**config.mk**
```make
export PLATFORM = sky130hd
export DESIGN_NAME = pkt_encapsulator
export DESIGN_NICKNAME = d
export VERILOG_FILES = /design/src/rtl/router_pkg.sv /design/src/rtl/pkt_checksum_acc.sv /design/src/rtl/pkt_encapsulator.sv
export SDC_FILE = /design/constraint.sdc
export NUM_CORES = 1
export LEC_CHECK = 0
export ABC_AREA = 1
export CAP_MARGIN = 40
export CORE_ASPECT_RATIO = 0.8
export CORE_UTILIZATION = 51
export DETAILED_ROUTE_END_ITERATION = 7
export MAX_ROUTING_LAYER = met4
export PLACE_DENSITY = 0.82
export SYNTH_ARGS = -nofsm -noshare
export SYNTH_HDL_FRONTEND = slang
export SYNTH_SLANG_ARGS = --single-unit
```
**constraint.sdc**
```tcl
create_clock -name clk -period 2 [get_ports clk]
set_input_delay 0.2 -clock clk [delete_from_list [all_inputs] [get_ports clk]]
set_output_delay 0.2 -clock clk [all_outputs]
set_load 0.01 [all_outputs]
```
**src/rtl/router_pkg.sv**
```systemverilog
// Shared packet-format definitions for the router encapsulator and decapsulator.
// Word layout: header in the top bits, destination below it, zeros beneath.
package router_pkg;

    localparam int unsigned AURORA_DATA_WIDTH = 64;
    localparam int unsigned ADDR_WIDTH        = 10;
    localparam int unsigned NUMBER_PACKET     = 19;
    localparam int unsigned HEADER_WIDTH      = 9;

    localparam int unsigned TTL_WIDTH         = 2;
    localparam int unsigned PKT_NUM_WIDTH     = 5;
    localparam int unsigned SRC_ROUTER_WIDTH  = 2;

    localparam int unsigned HDR_LSB = AURORA_DATA_WIDTH - HEADER_WIDTH;
    localparam int unsigned DST_LSB = HDR_LSB - ADDR_WIDTH;

    localparam int unsigned SRC_ROUTER_LSB = 0;
    localparam int unsigned PKT_NUM_LSB    = SRC_ROUTER_WIDTH;
    localparam int unsigned TTL_LSB        = SRC_ROUTER_WIDTH + PKT_NUM_WIDTH;

    typedef enum logic [2:0] {
        S_IDLE,
        S_HEADER,
        S_PAYLOAD,
        S_TRAILER,
        S_DONE
    } encap_state_e;

endpackage

```
**src/rtl/pkt_checksum_acc.sv**
```systemverilog
// Running XOR accumulator for the packet trailer.
// clr wins over en so a new packet always starts from zero.
module pkt_checksum_acc #(
    parameter int unsigned W = 64
) (
    input  logic         clk,
    input  logic         rst_n,
    input  logic         clr,
    input  logic         en,
    input  logic [W-1:0] d,
    output logic [W-1:0] acc
);

    // Accumulate each written word; cleared on reset or packet start
    always_ff @(posedge clk) begin
        if (!rst_n) begin
            acc <= '0;
        end else if (clr) begin
            acc <= '0;
        end else if (en) begin
            acc <= acc ^ d;
        end
    end

endmodule

```
**src/rtl/pkt_encapsulator.sv**
```systemverilog
// Builds header + payload + XOR trailer packets into the router input FIFO.
// Payload comes from a first-word-fall-through source; all strobes are combinational.
module pkt_encapsulator
    import router_pkg::*;
#(
    parameter int unsigned AURORA_DATA_WIDTH = router_pkg::AURORA_DATA_WIDTH,
    parameter int unsigned ADDR_WIDTH        = router_pkg::ADDR_WIDTH,
    parameter int unsigned NUMBER_PACKET     = router_pkg::NUMBER_PACKET,
    parameter int unsigned HEADER_WIDTH      = router_pkg::HEADER_WIDTH
) (
    input  logic                         clk,
    input  logic                         rst_n,
    input  logic                         start_encap_pkt,
    input  logic [ADDR_WIDTH-1:0]        router_dst_addr_send,
    input  logic [HEADER_WIDTH-1:0]      header_pkt_send,
    output logic                         encap_done,
    output logic                         encap_busy,
    input  logic                         src_empty,
    input  logic [AURORA_DATA_WIDTH-1:0] src_data,
    output logic                         src_rd,
    input  logic                         sink_full,
    output logic                         sink_wr,
    output logic [AURORA_DATA_WIDTH-1:0] sink_data
);

    localparam int unsigned CNT_W  = $clog2(NUMBER_PACKET);
    localparam int unsigned H_LSB  = AURORA_DATA_WIDTH - HEADER_WIDTH;
    localparam int unsigned D_LSB  = H_LSB - ADDR_WIDTH;

    encap_state_e state_q;
    encap_state_e state_d;

    logic [ADDR_WIDTH-1:0]        dst_q;
    logic [HEADER_WIDTH-1:0]      hdr_q;
    logic [CNT_W-1:0]             word_cnt;
    logic [AURORA_DATA_WIDTH-1:0] hdr_word;
    logic [AURORA_DATA_WIDTH-1:0] chk;
    logic                         accept;
    logic                         cnt_last;
    logic                         chk_en;

    assign accept   = (state_q == S_IDLE) && start_encap_pkt;
    assign cnt_last = (word_cnt == CNT_W'(NUMBER_PACKET - 3));
    assign chk_en   = sink_wr &&
                      ((state_q == S_HEADER) || (state_q == S_PAYLOAD));

    // Assemble the header word from the fields latched at start
    always_comb begin
        hdr_word = '0;
        hdr_word[H_LSB +: HEADER_WIDTH] = hdr_q;
        hdr_word[D_LSB +: ADDR_WIDTH]   = dst_q;
    end

    // State register
    always_ff @(posedge clk) begin
        if (!rst_n) begin
            state_q <= S_IDLE;
        end else begin
            state_q <= state_d;
        end
    end

    // Next-state: each word phase advances only on an actual write
    always_comb begin
        state_d = state_q;
        unique case (state_q)
            S_IDLE:    if (start_encap_pkt)     state_d = S_HEADER;
            S_HEADER:  if (sink_wr)             state_d = S_PAYLOAD;
            S_PAYLOAD: if (sink_wr && cnt_last) state_d = S_TRAILER;
            S_TRAILER: if (sink_wr)             state_d = S_DONE;
            S_DONE:                             state_d = S_IDLE;
            default:                            state_d = S_IDLE;
        endcase
    end

    // Outputs: a stalled state drives no strobe but holds its data word
    always_comb begin
        sink_data  = '0;
        sink_wr    = 1'b0;
        src_rd     = 1'b0;
        encap_done = 1'b0;
        unique case (state_q)
            S_IDLE: begin
            end
            S_HEADER: begin
                sink_data = hdr_word;
                sink_wr   = !sink_full;
            end
            S_PAYLOAD: begin
                sink_data = src_data;
                src_rd    = !src_empty && !sink_full;
                sink_wr   = !src_empty && !sink_full;
            end
            S_TRAILER: begin
                sink_data = chk;
                sink_wr   = !sink_full;
            end
            S_DONE: begin
                encap_done = 1'b1;
            end
            default: begin
            end
        endcase
    end

    assign encap_busy = (state_q != S_IDLE);

    // Latch request fields on acceptance; count payload words written
    always_ff @(posedge clk) begin
        if (!rst_n) begin
            dst_q    <= '0;
            hdr_q    <= '0;
            word_cnt <= '0;
        end else if (accept) begin
            dst_q    <= router_dst_addr_send;
            hdr_q    <= header_pkt_send;
            word_cnt <= '0;
        end else if ((state_q == S_PAYLOAD) && sink_wr) begin
            word_cnt <= word_cnt + CNT_W'(1);
        end
    end

    pkt_checksum_acc #(
        .W (AURORA_DATA_WIDTH)
    ) u_chk (
        .clk   (clk),
        .rst_n (rst_n),
        .clr   (accept),
        .en    (chk_en),
        .d     (sink_data),
        .acc   (chk)
    );

endmodule

```
==> tab_implementation.tex <==
\begin{tabular}{lr}
\hline
Metric & Value \\
\hline
\multicolumn{2}{l}{\textbf{Min path}} \\
Hold Path Class & reg2reg \\
\multicolumn{2}{l}{\textbf{Worst setup path}} \\
Critical path peak fanout & 41 \\
Required time reported for the critical path endpoint & 1800 ps \\
Sort of element at the end of the critical path & primary output \\
CP arrival & 1730 ps \\
Class of the most critical setup path & reg2out \\
CP startpoint kind & flop \\
\multicolumn{2}{l}{\textbf{Drt}} \\
Antenna Violating Nets Remaining & 0 \\
Number of optimization iterations in the first detailed-route pass & 5 \\
Average wire per standard cell & 14.3 um \\
Wire length reported by the detailed router & between 15 and 20 mm \\
Drt drc & 0 \\
First DRT Iteration DRCs & 452 \\
DR vias & 5947 \\
Avg Vias per Cell & around 5.6 \\
\multicolumn{2}{l}{\textbf{Final layout}} \\
Area taken by multi-input logic gates & 2720 sq um \\
Final \#Nets & 1007 \\
Number of antenna repair diodes & 0 \\
Share of cells above drive strength 1 & 6.63\% \\
Sequential cell area & roughly 1800 sq um \\
Area delta synth->final & 38.7\% \\
Fill cell total of the finished layout & 803 \\
\multicolumn{2}{l}{\textbf{Yosys}} \\
Most used flip-flop cell after synthesis & dfxtp\_1 \\
Most used standard cell by instance count after synthesis & nand3\_1 \\
Net count after synthesis & just under 900 \\
Top area cells in the synthesized netlist & dfxtp\_1 36\%, nand3\_1 13\%, nand4\_1 11\% \\
Synth async-reset ratio & 0\% \\
Dominant cell type by area after synthesis & dfxtp\_1 \\
Number of flops mapped to enable cells by yosys & 0 \\
Area fraction of the dominant cell type after synthesis & 35.5\% \\
Mean instance size in the synthesized netlist & 6.51 sq um \\
Synth Warn \# & 0 \\
Number of library cell types mapped by synthesis & 24 \\
Part of the Yosys area used for sequential elements & between 30\% and 40\% \\
Flop and latch count out of synthesis & 91 \\
Cell area after synthesis & 5130 sq um \\
Top post-synthesis cells by count & 134 x nand3\_1, 121 x nand2\_1, 92 x nor2\_1 \\
Number of standard cells after synthesis & a little under 800 \\
\multicolumn{2}{l}{\textbf{Timing}} \\
Post-route fraction of the period consumed by the critical path & 96.5\% \\
Highest Clock Rate & 518 MHz \\
Worst slew slack as a fraction of its limit & between 70\% and 80\% \\
Total count of hold-check failures in the final report & 0 \\
Clk\_skew & around 4 ps \\
Unrepaired setup endpoints after global routing & false \\
Post-route minimum period & 1930 ps \\
Slew @ Worst Pin & 323 ps \\
Total Negative Setup Slacks & 0 ps \\
Setup violators final & 0 \\
Worst hold margin & 448 ps \\
Final Max Slew Viols & 0 \\
\multicolumn{2}{l}{\textbf{Global route}} \\
Via count of the first global-routing pass & 5548 \\
Maximum number of pins on one net before global-route repair & 56 \\
Total congestion overflow & 0 \\
Number of antenna violations at the first check in global routing & 0 \\
Overall track demand over capacity in global routing & 30.7\% \\
Wire length of the first global-routing pass & 25.3 mm \\
\multicolumn{2}{l}{\textbf{CTS}} \\
Largest buffer count on any clock path & 2 \\
Library cell used as clock root buffer & clkbuf\_16 \\
Number of buffers created by CTS & 9 \\
Clock network latency to the later pin of the worst-skew pair & 340 ps \\
Clock tree from TritonCTS & done \\
Clock sink count & just over 90 \\
Clock transition at the registers of the reported paths & approximately 60 ps \\
Hold\_buf cts & 0 \\
H-Tree Level Count & 3 \\
\multicolumn{2}{l}{\textbf{Floorplan}} \\
Core Footprint & 9690 sq um \\
Std-Cell Rows & 32 \\
DIE AREA & approximately 10000 sq um \\
Top-level port count & around 160 \\
Height of the chip & 91.7 um \\
Die X & 114 um \\
Initial standard-cell utilization of the core & 52.9\% \\
\multicolumn{2}{l}{\textbf{Power and ir drop}} \\
Leak Pwr & 3.03 nW \\
Worst vdd rail ir drop & 0.616 mV \\
Power per cell area & $\sim$1100 nW/um\^{}2 \\
\multicolumn{2}{l}{\textbf{Status}} \\
Run status & completed \\
\multicolumn{2}{l}{\textbf{Place}} \\
Sum of net half-perimeters after detailed placement & between 10 and 15 mm \\
Port bufs & 155 \\
Routability congestion estimate from global placement & 0.843 \\
\multicolumn{2}{l}{\textbf{Job}} \\
MaxCap Viol Count & 0 \\
\hline
\end{tabular}
-- where the power goes --
part / internal, mW / total [mW] / switching (mW) / leakage (nW)
Clock: 0.984 / 1.66 / 0.675 / 0.141
Sequential: 1.97 / 2.09 / 0.115 / 0.739
Combinational: 1.40 / 3.80 / 2.40 / 2.15
-- through the flow --
step	cell area, sq um	setup WS [ps]	total power [mW]	util, %	std cells
after detailed placement	6830	38.5	6.02	70.5	1040
final	7110	70.5	7.55	73.4	1056
after floorplan	5130	522	4.42	-	788
after global placement	6830	91.7	5.94	70.5	1040
after CTS	7110	17.1	7.53	73.3	1056
after global routing	7110	4.25	8.01	73.4	1056
-- worst max-delay path: stages, from the launching register on --
cell and delay, ps:
dfxtp_2 400, inv_2 80, buf_12 180, nor3_1 150
clkdlybuf4s50_1 560
-- cell usage in the layout, fill, tap and decap left out, types with 8 or more instances in the layout --
master,n
buf_4,19
dlygate4sd2_1,62
clkdlybuf4s50_1,89
nand4_1,87
nor2_1,92
o21ai_0,31
o21ai_1,28
nand3_1,134
dfxtp_1,88
inv_1,74
a21oi_1,42
nand2_1,120
buf_12,8
clkbuf_16,9
o21ai_2,8
-- flip-flops by register name (all words and copies together), names as in the netlist --
name / count
dst_q: 10
hdr_q: 9
state_q: 3
u_chk.acc: 64
word_cnt: 5
-- final timing paths --
kind,startpoint,end,slack [ps],cells past startpoint
hold / removal,dst_q[8],dst_q[8],450,2
hold reg to reg,dst_q[8],dst_q[8],450,2
setup reg to reg,state_q[2],u_chk.acc[49],170,9
setup / recovery,state_q[2],encap_done,70,4
-- routing by layer --
| layer | up-vias | wire (um) | global-route usage (%) |
|---|---|---|---|
| met5 | - | 0 | - |
| met4 | 0 | 242 | 11.0 |
| met3 | 27 | 1020 | 6.08 |
| met2 | 244 | 7240 | 50.8 |
| met1 | 2735 | 6600 | 37.2 |
| li1 | 2941 | - | - |
-- cell type report --
cell class                      count  share of cell area, %
Timing Repair Buffer              184                   25.6
Clock buffer                       11                   3.41
Clock inverter                      3                  0.563
Inverter                           76                   4.05
Tap cell                          136                   2.39
Sequential cell                    91                   25.7
Multi-Input combinational cell    555                   38.3
-- timing repair --
item / 4_1_cts / 5_1_grt
setup buffers: 1 / 0
pin swaps: 1 / 1
endpoints found under the setup margin: 67 / 23
cloned: 1 / 0
gates resized for setup: 81 / 8
-- cell families (layout without fill, tap and decap cells) --
kind of cell	Yosys count	after routing	synth area share, %
and+or+nand+nor	442	442	41.0
buffers and inverters	142	274	12.1
AOI/OAI and AO/OA	111	111	10.9
DFF	91	91	35.5
adders and majority gates	2	2	0.488
(Power assumes the default switching activity.)
